--- src/rtl/dff_bank_arbiter_if.sv ---
// Requester-side bus of the DFF bank arbiter.
// The master modport is the requester side; the slave modport is the arbiter side.
interface dff_bank_arbiter_if #(
    parameter int unsigned N_REQ = 4,
    parameter int unsigned WIDTH = 8,
    parameter int unsigned DEPTH = 4
);
    localparam int unsigned AW = (DEPTH > 1) ? $clog2(DEPTH) : 1;

    logic [N_REQ-1:0]       req;
    logic [N_REQ-1:0]       req_we;
    logic [N_REQ*AW-1:0]    req_addr;
    logic [N_REQ*WIDTH-1:0] req_wdata;
    logic [N_REQ-1:0]       gnt;
    logic [N_REQ-1:0]       ack;
    logic [WIDTH-1:0]       rdata;
    logic                   busy;
    logic                   err;

    modport master (
        output req, req_we, req_addr, req_wdata,
        input  gnt, ack, rdata, busy, err
    );

    modport slave (
        input  req, req_we, req_addr, req_wdata,
        output gnt, ack, rdata, busy, err
    );
endinterface

--- src/rtl/dff_bank_arbiter.sv ---
// Round-robin arbiter/sequencer sharing one DFF register bank between N_REQ
// requesters. Each grant performs exactly one write or read of the bank.
// Optional feature: define ARB_TIMEOUT_EN to release a grant whose requester
// does not drop req within TIMEOUT cycles; err then latches high.
module dff_bank_arbiter #(
    parameter int unsigned N_REQ   = 4,
    parameter int unsigned WIDTH   = 8,
    parameter int unsigned DEPTH   = 4,
    parameter int unsigned TIMEOUT = 15
) (
    input  logic                clk,
    input  logic                clear_n,
    dff_bank_arbiter_if.slave   bus
);
    localparam int unsigned AW = (DEPTH > 1) ? $clog2(DEPTH) : 1;
    localparam int unsigned IW = (N_REQ > 1) ? $clog2(N_REQ) : 1;

    typedef enum logic [1:0] {S_IDLE, S_GRANT, S_ACCESS, S_RELEASE} state_t;

    state_t           state_q, state_d;
    logic [IW-1:0]    ptr_q, ptr_d;
    logic [IW-1:0]    win_q, win_d;
    logic [N_REQ-1:0] gnt_q, gnt_d;
    logic [N_REQ-1:0] ack_q, ack_d;
    logic             we_q, we_d;
    logic [AW-1:0]    addr_q, addr_d;
    logic [WIDTH-1:0] wdata_q, wdata_d;
    logic [WIDTH-1:0] rdata_q, rdata_d;
    logic             busy_q;
    logic             err_q, err_d;
    logic [WIDTH-1:0] bank_q [DEPTH];
    logic [WIDTH-1:0] bank_d [DEPTH];

    logic [IW-1:0]    pick_c;
    logic             pick_vld_c;
    logic [IW-1:0]    idx_c;
    logic             addr_ok_c;

`ifdef ARB_TIMEOUT_EN
    localparam int unsigned CW = $clog2(TIMEOUT + 1);
    logic [CW-1:0]    cnt_q, cnt_d;
`else
    logic             unused_timeout;
    assign unused_timeout = (TIMEOUT == 0);
`endif

    // Pick the first pending requester at or above ptr, wrapping around.
    always_comb begin
        pick_c     = '0;
        pick_vld_c = 1'b0;
        idx_c      = '0;
        for (int unsigned k = 0; k < N_REQ; k++) begin
            idx_c = IW'((32'(ptr_q) + k) % N_REQ);
            if (!pick_vld_c && bus.req[idx_c]) begin
                pick_c     = idx_c;
                pick_vld_c = 1'b1;
            end
        end
    end

    // Addresses beyond the populated bank are accepted but do not touch storage.
    assign addr_ok_c = (32'(addr_q) < DEPTH);

    // Next-state, grant/ack sequencing and bank update.
    always_comb begin
        state_d = state_q;
        ptr_d   = ptr_q;
        win_d   = win_q;
        gnt_d   = gnt_q;
        ack_d   = '0;
        we_d    = we_q;
        addr_d  = addr_q;
        wdata_d = wdata_q;
        rdata_d = rdata_q;
        err_d   = err_q;
        bank_d  = bank_q;
`ifdef ARB_TIMEOUT_EN
        cnt_d   = cnt_q;
`endif
        case (state_q)
            S_IDLE: begin
                if (pick_vld_c) begin
                    win_d   = pick_c;
                    gnt_d   = N_REQ'(1) << pick_c;
                    we_d    = bus.req_we[pick_c];
                    addr_d  = bus.req_addr[32'(pick_c)*AW +: AW];
                    wdata_d = bus.req_wdata[32'(pick_c)*WIDTH +: WIDTH];
                    state_d = S_GRANT;
                end
            end
            S_GRANT: begin
                if (we_q) begin
                    if (addr_ok_c) begin
                        bank_d[addr_q] = wdata_q;
                    end
                end else begin
                    rdata_d = addr_ok_c ? bank_q[addr_q] : '0;
                end
                ack_d   = gnt_q;
                state_d = S_ACCESS;
            end
            S_ACCESS: begin
`ifdef ARB_TIMEOUT_EN
                cnt_d   = '0;
`endif
                state_d = S_RELEASE;
            end
            S_RELEASE: begin
                if (!bus.req[win_q]) begin
                    gnt_d   = '0;
                    ptr_d   = IW'((32'(win_q) + 1) % N_REQ);
                    state_d = S_IDLE;
                end
`ifdef ARB_TIMEOUT_EN
                else if (cnt_q == CW'(TIMEOUT - 1)) begin
                    gnt_d   = '0;
                    ptr_d   = IW'((32'(win_q) + 1) % N_REQ);
                    err_d   = 1'b1;
                    state_d = S_IDLE;
                end else begin
                    cnt_d = cnt_q + 1'b1;
                end
`endif
            end
            default: state_d = S_IDLE;
        endcase
    end

    // State, pipeline and storage registers; clear_n aborts any transaction.
    always_ff @(posedge clk or negedge clear_n) begin
        if (!clear_n) begin
            state_q <= S_IDLE;
            ptr_q   <= '0;
            win_q   <= '0;
            gnt_q   <= '0;
            ack_q   <= '0;
            we_q    <= 1'b0;
            addr_q  <= '0;
            wdata_q <= '0;
            rdata_q <= '0;
            busy_q  <= 1'b0;
            err_q   <= 1'b0;
            for (int unsigned i = 0; i < DEPTH; i++) begin
                bank_q[i] <= '0;
            end
`ifdef ARB_TIMEOUT_EN
            cnt_q   <= '0;
`endif
        end else begin
            state_q <= state_d;
            ptr_q   <= ptr_d;
            win_q   <= win_d;
            gnt_q   <= gnt_d;
            ack_q   <= ack_d;
            we_q    <= we_d;
            addr_q  <= addr_d;
            wdata_q <= wdata_d;
            rdata_q <= rdata_d;
            busy_q  <= (state_d != S_IDLE);
            err_q   <= err_d;
            bank_q  <= bank_d;
`ifdef ARB_TIMEOUT_EN
            cnt_q   <= cnt_d;
`endif
        end
    end

    assign bus.gnt   = gnt_q;
    assign bus.ack   = ack_q;
    assign bus.rdata = rdata_q;
    assign bus.busy  = busy_q;
    assign bus.err   = err_q;

endmodule

--- src/flat_wrapper.sv ---
// flat-port wrapper written by rule: the top's interface ports become plain ports
module dff_bank_arbiter_flat 
#(
    parameter int unsigned N_REQ   = 4,
    parameter int unsigned WIDTH   = 8,
    parameter int unsigned DEPTH   = 4,
    parameter int unsigned TIMEOUT = 15
)
  (clk, clear_n, bus_req, bus_req_we, bus_req_addr, bus_req_wdata, bus_gnt, bus_ack, bus_rdata, bus_busy, bus_err);
  dff_bank_arbiter_if #(.N_REQ(N_REQ), .WIDTH(WIDTH), .DEPTH(DEPTH)) bus_i ();
  input  logic clk;
  input  logic clear_n;
  input wire logic [$bits(bus_i.req)-1:0] bus_req;
  input wire logic [$bits(bus_i.req_we)-1:0] bus_req_we;
  input wire logic [$bits(bus_i.req_addr)-1:0] bus_req_addr;
  input wire logic [$bits(bus_i.req_wdata)-1:0] bus_req_wdata;
  output wire logic [$bits(bus_i.gnt)-1:0] bus_gnt;
  output wire logic [$bits(bus_i.ack)-1:0] bus_ack;
  output wire logic [$bits(bus_i.rdata)-1:0] bus_rdata;
  output wire logic [$bits(bus_i.busy)-1:0] bus_busy;
  output wire logic [$bits(bus_i.err)-1:0] bus_err;
  assign bus_i.req = bus_req;
  assign bus_i.req_we = bus_req_we;
  assign bus_i.req_addr = bus_req_addr;
  assign bus_i.req_wdata = bus_req_wdata;
  assign bus_gnt = bus_i.gnt;
  assign bus_ack = bus_i.ack;
  assign bus_rdata = bus_i.rdata;
  assign bus_busy = bus_i.busy;
  assign bus_err = bus_i.err;
  dff_bank_arbiter #(.N_REQ(N_REQ), .WIDTH(WIDTH), .DEPTH(DEPTH), .TIMEOUT(TIMEOUT)) u_core (.clk(clk), .clear_n(clear_n), .bus(bus_i));
endmodule
--- config.mk ---
export PLATFORM = sky130hd
export DESIGN_NAME = dff_bank_arbiter_flat
export DESIGN_NICKNAME = d
export VERILOG_FILES = /design/src/rtl/dff_bank_arbiter_if.sv /design/src/rtl/dff_bank_arbiter.sv /design/src/flat_wrapper.sv
export SDC_FILE = /design/constraint.sdc
export NUM_CORES = 1
export LEC_CHECK = 0
export CORE_UTILIZATION = 40
export DETAILED_ROUTE_END_ITERATION = 7
export HOLD_SLACK_MARGIN = 0.08
export SETUP_SLACK_MARGIN = 0.5
export SLEW_MARGIN = 20
export SYNTH_ARGS = -nofsm -noshare
export SYNTH_HDL_FRONTEND = slang
export SYNTH_SLANG_ARGS = --single-unit
--- constraint.sdc ---
create_clock -name clk -period 2.95 [get_ports clk]
set_input_delay 0.295 -clock clk [delete_from_list [all_inputs] [get_ports clk]]
set_output_delay 0.295 -clock clk [all_outputs]
set_load 0.1 [all_outputs]
Yosys cells after proc, flatten, opt, wreduce, memory -nomap -nowiden:

Index checks and enable logic that the tools add are counted.
Widths: inputs -> output; s select.

* logic and storage cells: 85
* register bits after elaboration: 66
* input bits: 50
* output and inout port bits: 18

* bitwise operators: 3
* eq/ne operators: 5
* add/subtract/negate cells: 4
* order comparisons: 8
* multiplexer cells: 33
* reductions and logical operators: 15
* shifts and indexed selects: 3

Operators by type and width (count)
* $bwmux 32: 1
* $shiftx 32x6->8: 1
* $mux 8: 3
* $lt 2x3->1 const B: 6
* $bmux 8 s2: 1
* $demux 8 s2: 1
* $bmux 1 s2: 6
* $mux 2: 6
* $mux 4: 3
* $mux 1: 10
* $pmux 2 s4: 1
* $pmux 4 s2: 1
* $reduce_and 2->1: 4
* $shiftx 8x4->2: 1
* $add 2x1->2 const B: 2
* $add 2x2->2 const B: 2
* $eq 2x2->1 const B: 2
* $logic_and 1x1->1: 4
* $reduce_bool 2->1: 2
* $shl 1x2->4 const A: 1
* $ge 3x3->1 const B: 1
* $logic_not 1->1: 3
* $lt 3x1->1 const B: 1
* $not 2->3: 1
* other kinds (6): 7

Depth between registers and ports, before layout:

Gate-level depths: netlist of the first run.

* depth in word-level cells: 15
* gate-level depth with buffers: 7
* depth with buffers taken out: 6

Least setup slack after synthesis of the first run:

OpenSTA, ideal clock, no wires.

* path type: reg-to-reg
* from: register u_core.ptr_q[1]
* to: register u_core.wdata_q[0]
* required time: 2.819 ns
* arrival: 1.590 ns
* slack: 1.229 ns
* path buffers: 2
* period minus slack after synthesis: 1.721 ns
* setup time: 0.131 ns
* stages on the path, launching flop included: 8
* cell sequence: dfrtp_1 -> buf_6 -> mux2_4 -> o221ai_4 -> buf_12 -> mux2_4 -> nand2_2 -> a21oi_2

* longest elaborated chain between the ends: 13
* elaborated cells between the ends (all ways): 27

Ends and longest elaborated chain
* start: declaration: RTL line dff_bank_arbiter.sv:21 `logic [IW-1:0] ptr_q, ptr_d;`
* start signal: assignment: RTL line dff_bank_arbiter.sv:151 `ptr_q <= ptr_d;`
* branches (longest 13 deep; another with $add 2x1->2)
* end signal: assignment: RTL line dff_bank_arbiter.sv:157 `wdata_q <= wdata_d;`
* end: declaration: RTL line dff_bank_arbiter.sv:27 `logic [WIDTH-1:0] wdata_q, wdata_d;`

Parallel ways; which one is timed is not known. The select of a mux whose other input is x is not followed.
A chain may end at the register's enable or synchronous reset.

Worst setup path after layout of the first run:

* from: register u_core.state_q[1]
* to: register u_core.bank_q[25] in the netlist's numbering

* longest elaborated chain between the ends: 2

Ends and longest elaborated chain
* start: declaration: RTL line dff_bank_arbiter.sv:20 `state_t state_q, state_d;`
* start signal: assignment: RTL line dff_bank_arbiter.sv:150 `state_q <= state_d;`
* $eq 2x1->1: RTL line dff_bank_arbiter.sv:80 `case (state_q)`
* $reduce_and 2->1 (no source line)
* end signal: assignment: RTL line dff_bank_arbiter.sv:161 `bank_q <= bank_d;`
* end: declaration: RTL line dff_bank_arbiter.sv:31 `logic [WIDTH-1:0] bank_q [DEPTH];`

Every way passes these cells.

==> results of run 1 <==
[final timing paths]
check / from / endpoint / slack [ns] / depth (start not counted)
min in group asynchronous: clear_n / u_core.bank_q[27] / 0.51 / 2
worst min register to register: u_core.bank_q[13] / u_core.bank_q[13] / 0.50 / 1
worst max-delay path: u_core.state_q[1] / u_core.bank_q[25] / 0.88 / 5
worst max register to register: u_core.state_q[1] / u_core.bank_q[25] / 0.88 / 5
max in group asynchronous: clear_n / u_core.win_q[0] / 1.70 / 3
worst min-delay path: u_core.bank_q[13] / u_core.bank_q[13] / 0.50 / 1
[routing by layer]
layer,GRT usage [%],share of wire (%),vias to the layer above
met5,0,0,-
met4,7.682,2.1,0
met3,4.269,4.7,12
met2,26.91,46,68
met1,24.64,47,1067
li1,-,-,1064
[final cells by class]
type | instances | area, µm² | area share (%)
Clock buffer | 10 | 137.6 | 3.304
Clock inverter | 6 | 65.06 | 1.562
Inverter | 3 | 11.26 | 0.2704
Multi-Input combinational cell | 168 | 1519 | 36.47
Sequential cell | 66 | 1652 | 39.65
Tap cell | 102 | 127.6 | 3.064
Timing Repair Buffer | 71 | 653.1 | 15.68
[metrics by stage]
stage / setup slack (ns) / instance area [µm²] / hold WS (ns) / utilization (%)
after detailed placement: 0.6018 / 3953 / 0.3605 / 50.63
after CTS: 0.8466 / 4165 / 0.5059 / 53.35
after global routing: 0.7031 / 4165 / 0.5212 / 53.35
after floorplan: 1.229 / 3274 / -0.0005911 / -
after global placement: 0.6026 / 3953 / 0.3622 / 50.63
final: 0.8797 / 4165 / 0.5030 / 53.35
[cell families (layout without fill, tap and decap cells)]
kind of cell | count (synthesis) | after routing | synth area share [%]
adders and majority gates | 5 | 5 | 1.911
other | 1 | 1 | 0.1145
DFF | 66 | 66 | 50.44
and+or+nand+nor | 56 | 56 | 8.712
xor gates and xnor gates | 1 | 1 | 0.2675
muxes | 59 | 59 | 24.19
buffers and inverters | 15 | 90 | 3.172
AOI/OAI and AO/OA | 46 | 46 | 11.20
[flip-flops by register name, summed over array words and instances, names as in the netlist, 2 cells and up]
register          flops
u_core.ptr_q          2
u_core.wdata_q        8
u_core.win_q          2
u_core.bank_q        32
u_core.state_q        2
u_core.bus.rdata      8
u_core.bus.ack        4
u_core.bus.gnt        4
u_core.addr_q         2
[power by group]
part / total (mW) / switching, mW / internal, mW / leakage, nW
Clock: 0.774 / 0.359 / 0.415 / 0.103
Sequential: 1.74 / 0.390 / 1.35 / 0.796
Combinational: 2.39 / 1.39 / 1.00 / 0.878
[placed cells by master (no fill, tap or decap), drive strengths merged, types with 2 or more instances in the layout]
| cell type | Yosys | final |
|---|---|---|
| mux4 | 9 | 9 |
| a21oi | 15 | 15 |
| clkbuf | 3 | 10 |
| clkinv | 0 | 3 |
| nand2b | 2 | 2 |
| ha | 5 | 5 |
| mux2 | 50 | 50 |
| inv | 3 | 4 |
| dfrtp | 66 | 66 |
| a31oi | 2 | 2 |
| o21ai | 5 | 5 |
| and2 | 4 | 4 |
| a222oi | 2 | 2 |
| a221oi | 9 | 9 |
| a22o | 3 | 3 |
| clkdlybuf4s50 | 0 | 48 |
| nand2 | 23 | 23 |
| nor2 | 15 | 15 |
| nor2b | 5 | 5 |
| buf | 9 | 22 |
[what timing repair did]
item,4_1_cts,5_1_grt
resized for setup,0,0
hold buffers,1,0
hold endpoints to repair,27,0
[worst register-to-register path: cells and delay by family, from the launching register on]
kind / cells / cell delay, ns
AND/OR/NAND/NOR: 2 / 0.70
flip-flops: 1 / 0.43
multiplexers: 1 / 0.41
adder cells (fa/ha/maj): 1 / 0.29
buffers and inverters: 1 / 0.13
==> out/summary.txt, run 1 <==
Total routed wirelength -> 6805 µm
Initial Utilization -> 41.94%
Pwr per Cell Area -> 1177 nW/µm²
Chip Width -> 92.48 µm
Final slew viol count -> 0
Final HPWL DP -> 4760 µm
Ys flop type -> dfrtp_1
Syn Area/Cell -> 13.15 µm²
Vias in the first global route -> 2264
Clock sinks -> 66
Cells along the critical path -> inv_1, ha_1, nand2_1, nor3_2, mux2_2
Critical-path top delay cell -> nor3_2
Initial antenna violation count -> 0
Final Hold Viols -> 0
ANT nets after route -> 0
Worst slew margin -> 46.29%
Worst Tran Pin Value -> 0.8040 ns
Sequential-to-total area share from yosys stat -> 50.44%
TritonCTS clock tree -> yes
Minimum period implied by the final worst setup slack -> 2.070 ns
Largest net degree at the start of global routing -> 30
Post-synth EDFFs -> 0
Post-Layout Cell Count -> 426
Post-Syn Nets -> 304
Core Area -> 7807 µm²
Clk_lat worst skew -> 0.34 ns
Async S/R FF share, synth -> 100.0%
Final setup viols -> 0
Row Count -> 32
Crit start category -> register
Critical path class -> register to register
Routability Congestion -> 0.7719
WL/cell -> 15.97 µm
Commonest cells in the netlist -> dfrtp_1, mux2_2, nand2_1
Via count -> 2211
Seq cells post-synth -> 66
Most common cell in the netlist -> dfrtp_1
Critical Path RT -> 3.18 ns
Mapped Cells -> 249
Depth of the CTS H-tree -> 3
I/O Buffers -> 66
Synthesized area -> 3274 µm²
Fillcell total -> 699
RSZ-0062 raised after global routing -> false
Root Driver -> clkbuf_8
Min-Delay Path Class -> register to register
GRT Residual Overflow -> 0
Inst Count DP -> 409
Via density -> 5.190
Layout cells sized above 1 -> 33.95%
CP Capture Type -> register
Critical path buffers and inverters -> 1
Clock skew -> 0.01023 ns
Diodes inserted -> 0
Layout Nets -> 374
Setup TNS -> 0 ns
Maxcap violations -> 0
Gr usage total -> 17.89%
Post-CTS setup buffer count -> 0
Area Overhead vs Synth -> 27.21%
Dominant cell type by area after synthesis -> dfrtp_1
LEAKAGE -> 1.776 nW
Initial DRC count -> 83
Synth Warn # -> 0
Synth unique cells -> 47
Critical Path AT -> 2.30 ns
Top-area cell type share of the netlist area -> 50.44%
CP max stage delay -> 0.57 ns
Worst-path clk slew -> 0.07 ns
Die Ht -> 92.48 µm
Worst-path maximum fanout -> 8
Detailed Routing Iterations Pass 1 -> 4
DIE AREA -> 8552 µm²
Overall power -> 4.901 mW
DRC -> 0
Top cells by area, synth -> dfrtp_1, mux2_2, mux4_2
Peak VDD IR -> 0.4165 mV
Final Cycle Share -> 70.18%
Max Buffers Root-to-Sink -> 2
I/O pin total -> 68
Max Fclk -> 483.0 MHz
Delay-heaviest family, CP -> simple AND/OR/NAND/NOR gates
Outcome -> finished clean
Total CTS buffers -> 9
First-pass GRT wire length -> 11590 µm
(Power assumes the default switching activity.)
==> run 2, diff against run 1 <==
==> constraint.sdc (replaced) <==
create_clock -name clk -period 2.1 [get_ports clk]
set_input_delay 0.21 -clock clk [delete_from_list [all_inputs] [get_ports clk]]
set_output_delay 0.21 -clock clk [all_outputs]
set_load 0.1 [all_outputs]
==> out/summary.txt, run 2 (synthesis gave the netlist of run 1 again) <==
Outcome -> finished clean (unchanged)
Largest net degree at the start of global routing -> 45 (was 30)
Initial antenna violation count -> 0 (unchanged)
Core Util, Final -> 57.68% (was 53.35%)
Initial Utilization -> 41.94% (unchanged)
Clock skew -> 0.009734 ns (was 0.01023 ns)
Total CTS buffers -> 9 (unchanged)
I/O Buffers -> 66 (unchanged)
WL/cell -> 15.97 µm (about the same)
DIE AREA -> 8552 µm² (unchanged)
Via density -> 5.204 (was 5.190)
Layout cells sized above 1 -> 44.35% (was 33.95%)
Via count -> 2326 (was 2211)
TritonCTS clock tree -> yes (unchanged)
Post-Layout Cell Count -> 447 (was 426)
WHS -> 0.3800 ns (was 0.5030 ns)
Final setup viols -> 0 (unchanged)
Die Ht -> 92.48 µm (unchanged)
Most frequent cells in the layout -> dfrtp_1, clkdlybuf4s50_1, mux2_2 (unchanged)
Combinational power share -> 52.6% (was 48.7%)
Sw Ratio -> 42.29% (was 43.61%)
Worst slew margin -> 63.67% (was 46.29%)
Int Pwr -> 4.317 mW (was 2.764 mW)
Core Area -> 7807 µm² (unchanged)
Row Count -> 32 (unchanged)
DRC -> 0 (unchanged)
Critical path class -> register to register (unchanged)
Post-DP Area -> 4064 µm² (was 3953 µm²)
CP max stage delay -> 0.42 ns (was 0.57 ns)
Final Hold Viols -> 0 (unchanged)
Critical-path top delay cell -> dfrtp_1 (was nor3_2)
LEAKAGE -> 1.963 nW (was 1.776 nW)
CP Capture Type -> register (unchanged)
Min-Delay Path Class -> input pin to asynchronous set/reset pin (was register to register)
First-pass GRT wire length -> 11860 µm (was 11590 µm)
Worst Tran Pin Value -> 0.5449 ns (was 0.8040 ns)
ANT nets after route -> 0 (unchanged)
Clk_lat worst skew -> 0.35 ns (was 0.34 ns)
Maxcap violations -> 0 (unchanged)
Fin area -> 4503 µm² (was 4165 µm²)
Max reg flops -> 32 (unchanged)
Commonest non-fill, non-tap cell in the layout -> dfrtp_1 (unchanged)
Initial DRC count -> 56 (was 83)
Critical Path AT -> 2.01 ns (was 2.30 ns)
Diodes inserted -> 0 (unchanged)
Layout Nets -> 395 (was 374)
Critical Path RT -> 2.33 ns (was 3.18 ns)
Depth of the CTS H-tree -> 3 (unchanged)
Area Overhead vs Synth -> 37.52% (was 27.21%)
Vias in the first global route -> 2355 (was 2264)
Setup TNS -> 0 ns (unchanged)
Minimum period implied by the final worst setup slack -> 1.781 ns (was 2.070 ns)
Detailed Routing Iterations Pass 1 -> 4 (unchanged)
Gr usage total -> 18.46% (was 17.89%)
Max Fclk -> 561.5 MHz (was 483.0 MHz)
Final Cycle Share -> 84.81% (was 70.18%)
Final slew viol count -> 0 (unchanged)
Pwr per Cell Area -> 1661 nW/µm² (was 1177 nW/µm²)
Peak VDD IR -> 0.5233 mV (was 0.4165 mV)
Fillcell total -> 669 (was 699)
Routability Congestion -> 0.7688 (was 0.7719)
I/O pin total -> 68 (unchanged)
Final HPWL DP -> 5070 µm (was 4760 µm)
Cells along the critical path -> buf_6, or3b_4, o221ai_4, clkbuf_16, mux2_4, nand2_2, a21oi_2 (was inv_1, ha_1, nand2_1, nor3_2, mux2_2)
Reg with most FFs -> u_core.bank_q (unchanged)
Worst-path clk slew -> 0.07 ns (about the same)
Register share of total power -> 31.3% (was 35.5%)
Chip Width -> 92.48 µm (unchanged)
Register area -> 1653 µm² (was 1652 µm²)
Crit start category -> register (unchanged)
Inst Count DP -> 421 (was 409)
Psw -> 3.163 mW (was 2.138 mW)
GRT Residual Overflow -> 0 (unchanged)
Area of the multi-input gates -> 1612 µm² (was 1519 µm²)
RSZ-0062 raised after global routing -> true (was false)
Worst-path maximum fanout -> 5 (was 8)
Clock sinks -> 66 (unchanged)
Max Buffers Root-to-Sink -> 2 (unchanged)
Total routed wirelength -> 7138 µm (was 6805 µm)
Root Driver -> clkbuf_8 (unchanged)
Clock power share -> 16.1% (was 15.8%)
==> run 2: final timing paths <==
| check | start | to | slack (ns) | cells past startpoint |
|---|---|---|---|---|
| worst min-delay path | clear_n | u_core.bus.ack[3] | 0.38 | 2 |
| min in group clk | u_core.bank_q[18] | u_core.bank_q[18] | 0.51 | 1 |
| worst min register to register | u_core.bank_q[18] | u_core.bank_q[18] | 0.51 | 1 |
| max in group asynchronous | clear_n | u_core.win_q[0] | 1.11 | 3 |
| worst max register to register | u_core.ptr_q[1] | u_core.wdata_q[4] | 0.32 | 7 |
| worst max-delay path | u_core.ptr_q[1] | u_core.wdata_q[4] | 0.32 | 7 |
==> run 2: timing repair <==
action | CTS | global route
hold buffers | 1 | 0
pin swaps | 12 | 3
setup buffers | 6 | 2
hold endpoints to repair | 22 | 0
resized for setup | 20 | 16
setup endpoints to repair | 45 | 41
cloned | 1 | 0
==> run 2: area by class of cell <==
class | count | area share [%]
Sequential cell | 66 | 36.70
Inverter | 3 | 0.2501
Clock buffer | 9 | 2.751
Clock inverter | 7 | 2.223
Multi-Input combinational cell | 168 | 35.79
Timing Repair Buffer | 92 | 19.45
Tap cell | 102 | 2.834
==> run 2: through the flow <==
step / total power, mW / setup slack (ns)
3_3_place_gp: 5.950 / 0.05487
5_1_grt: 7.920 / 0.2618
4_1_cts: 7.458 / 0.3151
3_5_place_dp: 6.012 / 0.01539
6_report: 7.480 / 0.3189
2_1_floorplan: 5.127 / 0.4152
==> run 2: power by group through the flow <==
stage          clock network [mW]  logic (mW)  registers, mW
3_3_place_gp                    0        3.60           2.35
4_1_cts                      1.23        3.89           2.33
6_report                     1.20        3.93           2.34
5_1_grt                      1.29        4.19           2.43
2_1_floorplan                   0        1.95           3.18
3_5_place_dp                    0        3.65           2.36
==> run 2: worst max-delay path: cells and delay by family (launching register included) <==
family | cells | cell delay [ns]
compound gates | 2 | 0.15
buf+inv | 2 | 0.35
flops | 1 | 0.42
mux | 1 | 0.30
simple gates | 2 | 0.45
==> run 2: layer usage <==
metal / up-vias / share of wire (%) / track usage (%)
met5: - / 0 / 0
met4: 0 / 1.7 / 7.422
met3: 10 / 5.0 / 4.269
met2: 80 / 48 / 28.89
met1: 1130 / 45 / 24.72
li1: 1106 / - / -
==> run 3, diff against run 2 <==
==> constraint.sdc (replaced) <==
create_clock -name clk -period 1.8 [get_ports clk]
set_input_delay 0.18 -clock clk [delete_from_list [all_inputs] [get_ports clk]]
set_output_delay 0.18 -clock clk [all_outputs]
set_load 0.1 [all_outputs]
==> out/summary.txt, run 3 (synthesis gave the netlist of run 1 again) <==
Outcome -> finished clean (unchanged)
Clk_lat worst skew -> 0.34 ns (was 0.35 ns)
WHS -> 0.3014 ns (was 0.3800 ns)
Layout Nets -> 416 (was 395)
WL/cell -> 16.83 µm (was 15.97 µm)
Area Overhead vs Synth -> 51.28% (was 37.52%)
Max reg flops -> 32 (unchanged)
Worst Tran Pin Value -> 0.5488 ns (was 0.5449 ns)
Pwr per Cell Area -> 1926 nW/µm² (was 1661 nW/µm²)
Register share of total power -> 29.3% (was 31.3%)
Clock sinks -> 66 (unchanged)
Total routed wirelength -> 7877 µm (was 7138 µm)
Worst-path clk slew -> 0.07 ns (about the same)
Final Hold Viols -> 0 (unchanged)
RSZ-0062 raised after global routing -> true (unchanged)
DIE AREA -> 8552 µm² (unchanged)
Peak VDD IR -> 0.6181 mV (was 0.5233 mV)
Final setup viols -> 0 (unchanged)
Minimum period implied by the final worst setup slack -> 1.761 ns (was 1.781 ns)
Psw -> 4.024 mW (was 3.163 mW)
Clock skew -> 0.007394 ns (was 0.009734 ns)
Final HPWL DP -> 5255 µm (was 5070 µm)
R2R depth -> 6 (was 7)
Critical Path RT -> 2.02 ns (was 2.33 ns)
Max Buffers Root-to-Sink -> 2 (unchanged)
Worst slew margin -> 63.25% (was 63.67%)
LEAKAGE -> 2.253 nW (was 1.963 nW)
Worst-path maximum fanout -> 5 (unchanged)
Via count -> 2416 (was 2326)
CP Capture Type -> register (unchanged)
Die Ht -> 92.48 µm (unchanged)
First-pass GRT wire length -> 13130 µm (was 11860 µm)
Diodes inserted -> 0 (unchanged)
Initial Utilization -> 41.94% (unchanged)
Detailed Routing Iterations Pass 1 -> 5 (was 4)
GRT Residual Overflow -> 0 (unchanged)
Via density -> 5.162 (was 5.204)
Max Fclk -> 568.0 MHz (was 561.5 MHz)
DRC -> 0 (unchanged)
ANT nets after route -> 0 (unchanged)
Largest net degree at the start of global routing -> 38 (was 45)
Final Cycle Share -> 97.81% (was 84.81%)
Reg with most FFs -> u_core.bank_q (unchanged)
Reg2reg setup slack -> 0.04 ns (was 0.32 ns)
TritonCTS clock tree -> yes (unchanged)
Clock power share -> 11.0% (was 16.1%)
FF-to-FF Start -> u_core.ptr_q[0] (was u_core.ptr_q[1])
Initial antenna violation count -> 0 (unchanged)
Chip Width -> 92.48 µm (unchanged)
Setup TNS -> 0 ns (unchanged)
Initial DRC count -> 89 (was 56)
Commonest non-fill, non-tap cell in the layout -> dfrtp_1 (unchanged)
Total CTS buffers -> 9 (unchanged)
I/O pin total -> 68 (unchanged)
Maxcap violations -> 0 (unchanged)
Gr usage total -> 20.23% (was 18.46%)
Critical path class -> register to register (unchanged)
I/O Buffers -> 66 (unchanged)
Routability Congestion -> 0.8049 (was 0.7688)
Critical Path AT -> 1.98 ns (was 2.01 ns)
Root Driver -> clkbuf_8 (unchanged)
Core Area -> 7807 µm² (unchanged)
Layout cells sized above 1 -> 50.82% (was 44.35%)
Min-Delay Path Class -> input pin to asynchronous set/reset pin (unchanged)
Post-Layout Cell Count -> 468 (was 447)
Row Count -> 32 (unchanged)
Final slew viol count -> 0 (unchanged)
Most frequent cells in the layout -> dfrtp_1, mux2_4, clkdlybuf4s50_1 (was dfrtp_1, clkdlybuf4s50_1, mux2_2)
Sw Ratio -> 42.17% (was 42.29%)
Combinational power share -> 59.7% (was 52.6%)
Worst Setup SP -> u_core.ptr_q[0] (was u_core.ptr_q[1])
Int Pwr -> 5.519 mW (was 4.317 mW)
Inst Count DP -> 435 (was 421)
Depth of the CTS H-tree -> 3 (unchanged)
Crit start category -> register (unchanged)
Vias in the first global route -> 2578 (was 2355)
[run 3: path summary, 6_finish.rpt]
kind,to
min reg2reg,u_core.bank_q[11]
max reg2reg,u_core.wdata_q[5]
max,u_core.wdata_q[5]
max in group asynchronous,u_core.addr_q[0]
min in group clk,u_core.bank_q[11]
min,u_core.state_q[1]
[run 3: what timing repair did]
action / in CTS / in global routing
hold buffers: 1 / 0
setup buffers: 11 / 4
pin swaps: 15 / 4
resized for setup: 73 / 14
hold endpoints to repair: 16 / 0
endpoints found under the setup margin: 62 / 62
cloned: 1 / 0
[run 3: routing by layer]
layer / vias up / share of wire, % / GRT usage (%)
met3: 11 / 3.2 / 3.038
met2: 65 / 49 / 33.15
met5: - / 0 / 0
met4: 0 / 1.7 / 7.813
li1: 1146 / - / -
met1: 1194 / 46 / 27.03
[run 3: power by group through the flow]
| stage | Clock [mW] | Combinational (mW) | Sequential (mW) |
|---|---|---|---|
| 4_1_cts | 1.07 | 5.56 | 2.78 |
| 2_1_floorplan | 0 | 2.52 | 3.74 |
| 5_1_grt | 1.13 | 6.04 | 2.89 |
| 3_3_place_gp | 0 | 4.61 | 2.82 |
| 6_report | 1.05 | 5.70 | 2.80 |
| 3_5_place_dp | 0 | 4.67 | 2.83 |
[run 3: area by class of cell]
class                   instances  area [µm²]
inverters                       3       11.26
well taps                     102       127.6
repair buffers                113        1106
flip-flops and latches         66        1658
fillers                       596        2854
clock inverters                 5       31.28
multi-input cells             168        1888
clock buffers                  11       131.4
[run 3: through the flow]
step	power, mW	utilization, %	worst slack [ns]	cell area, µm²
after floorplan	6.261	-	0.1247	3407
after global placement	7.423	55.26	-0.2035	4314
after detailed placement	7.509	55.26	-0.2564	4314
after CTS	9.406	62.36	0.05723	4868
after global routing	10.06	63.45	0.01025	4954
final	9.543	63.45	0.03937	4954
[run 3: worst max-delay path, stage by stage (launching register included)]
cell       delay, ns
dfrtp_2         0.45
or3b_4          0.45
o221ai_4        0.12
clkbuf_16       0.22
mux2_4          0.30
nand2_2         0.06
a21oi_2         0.04
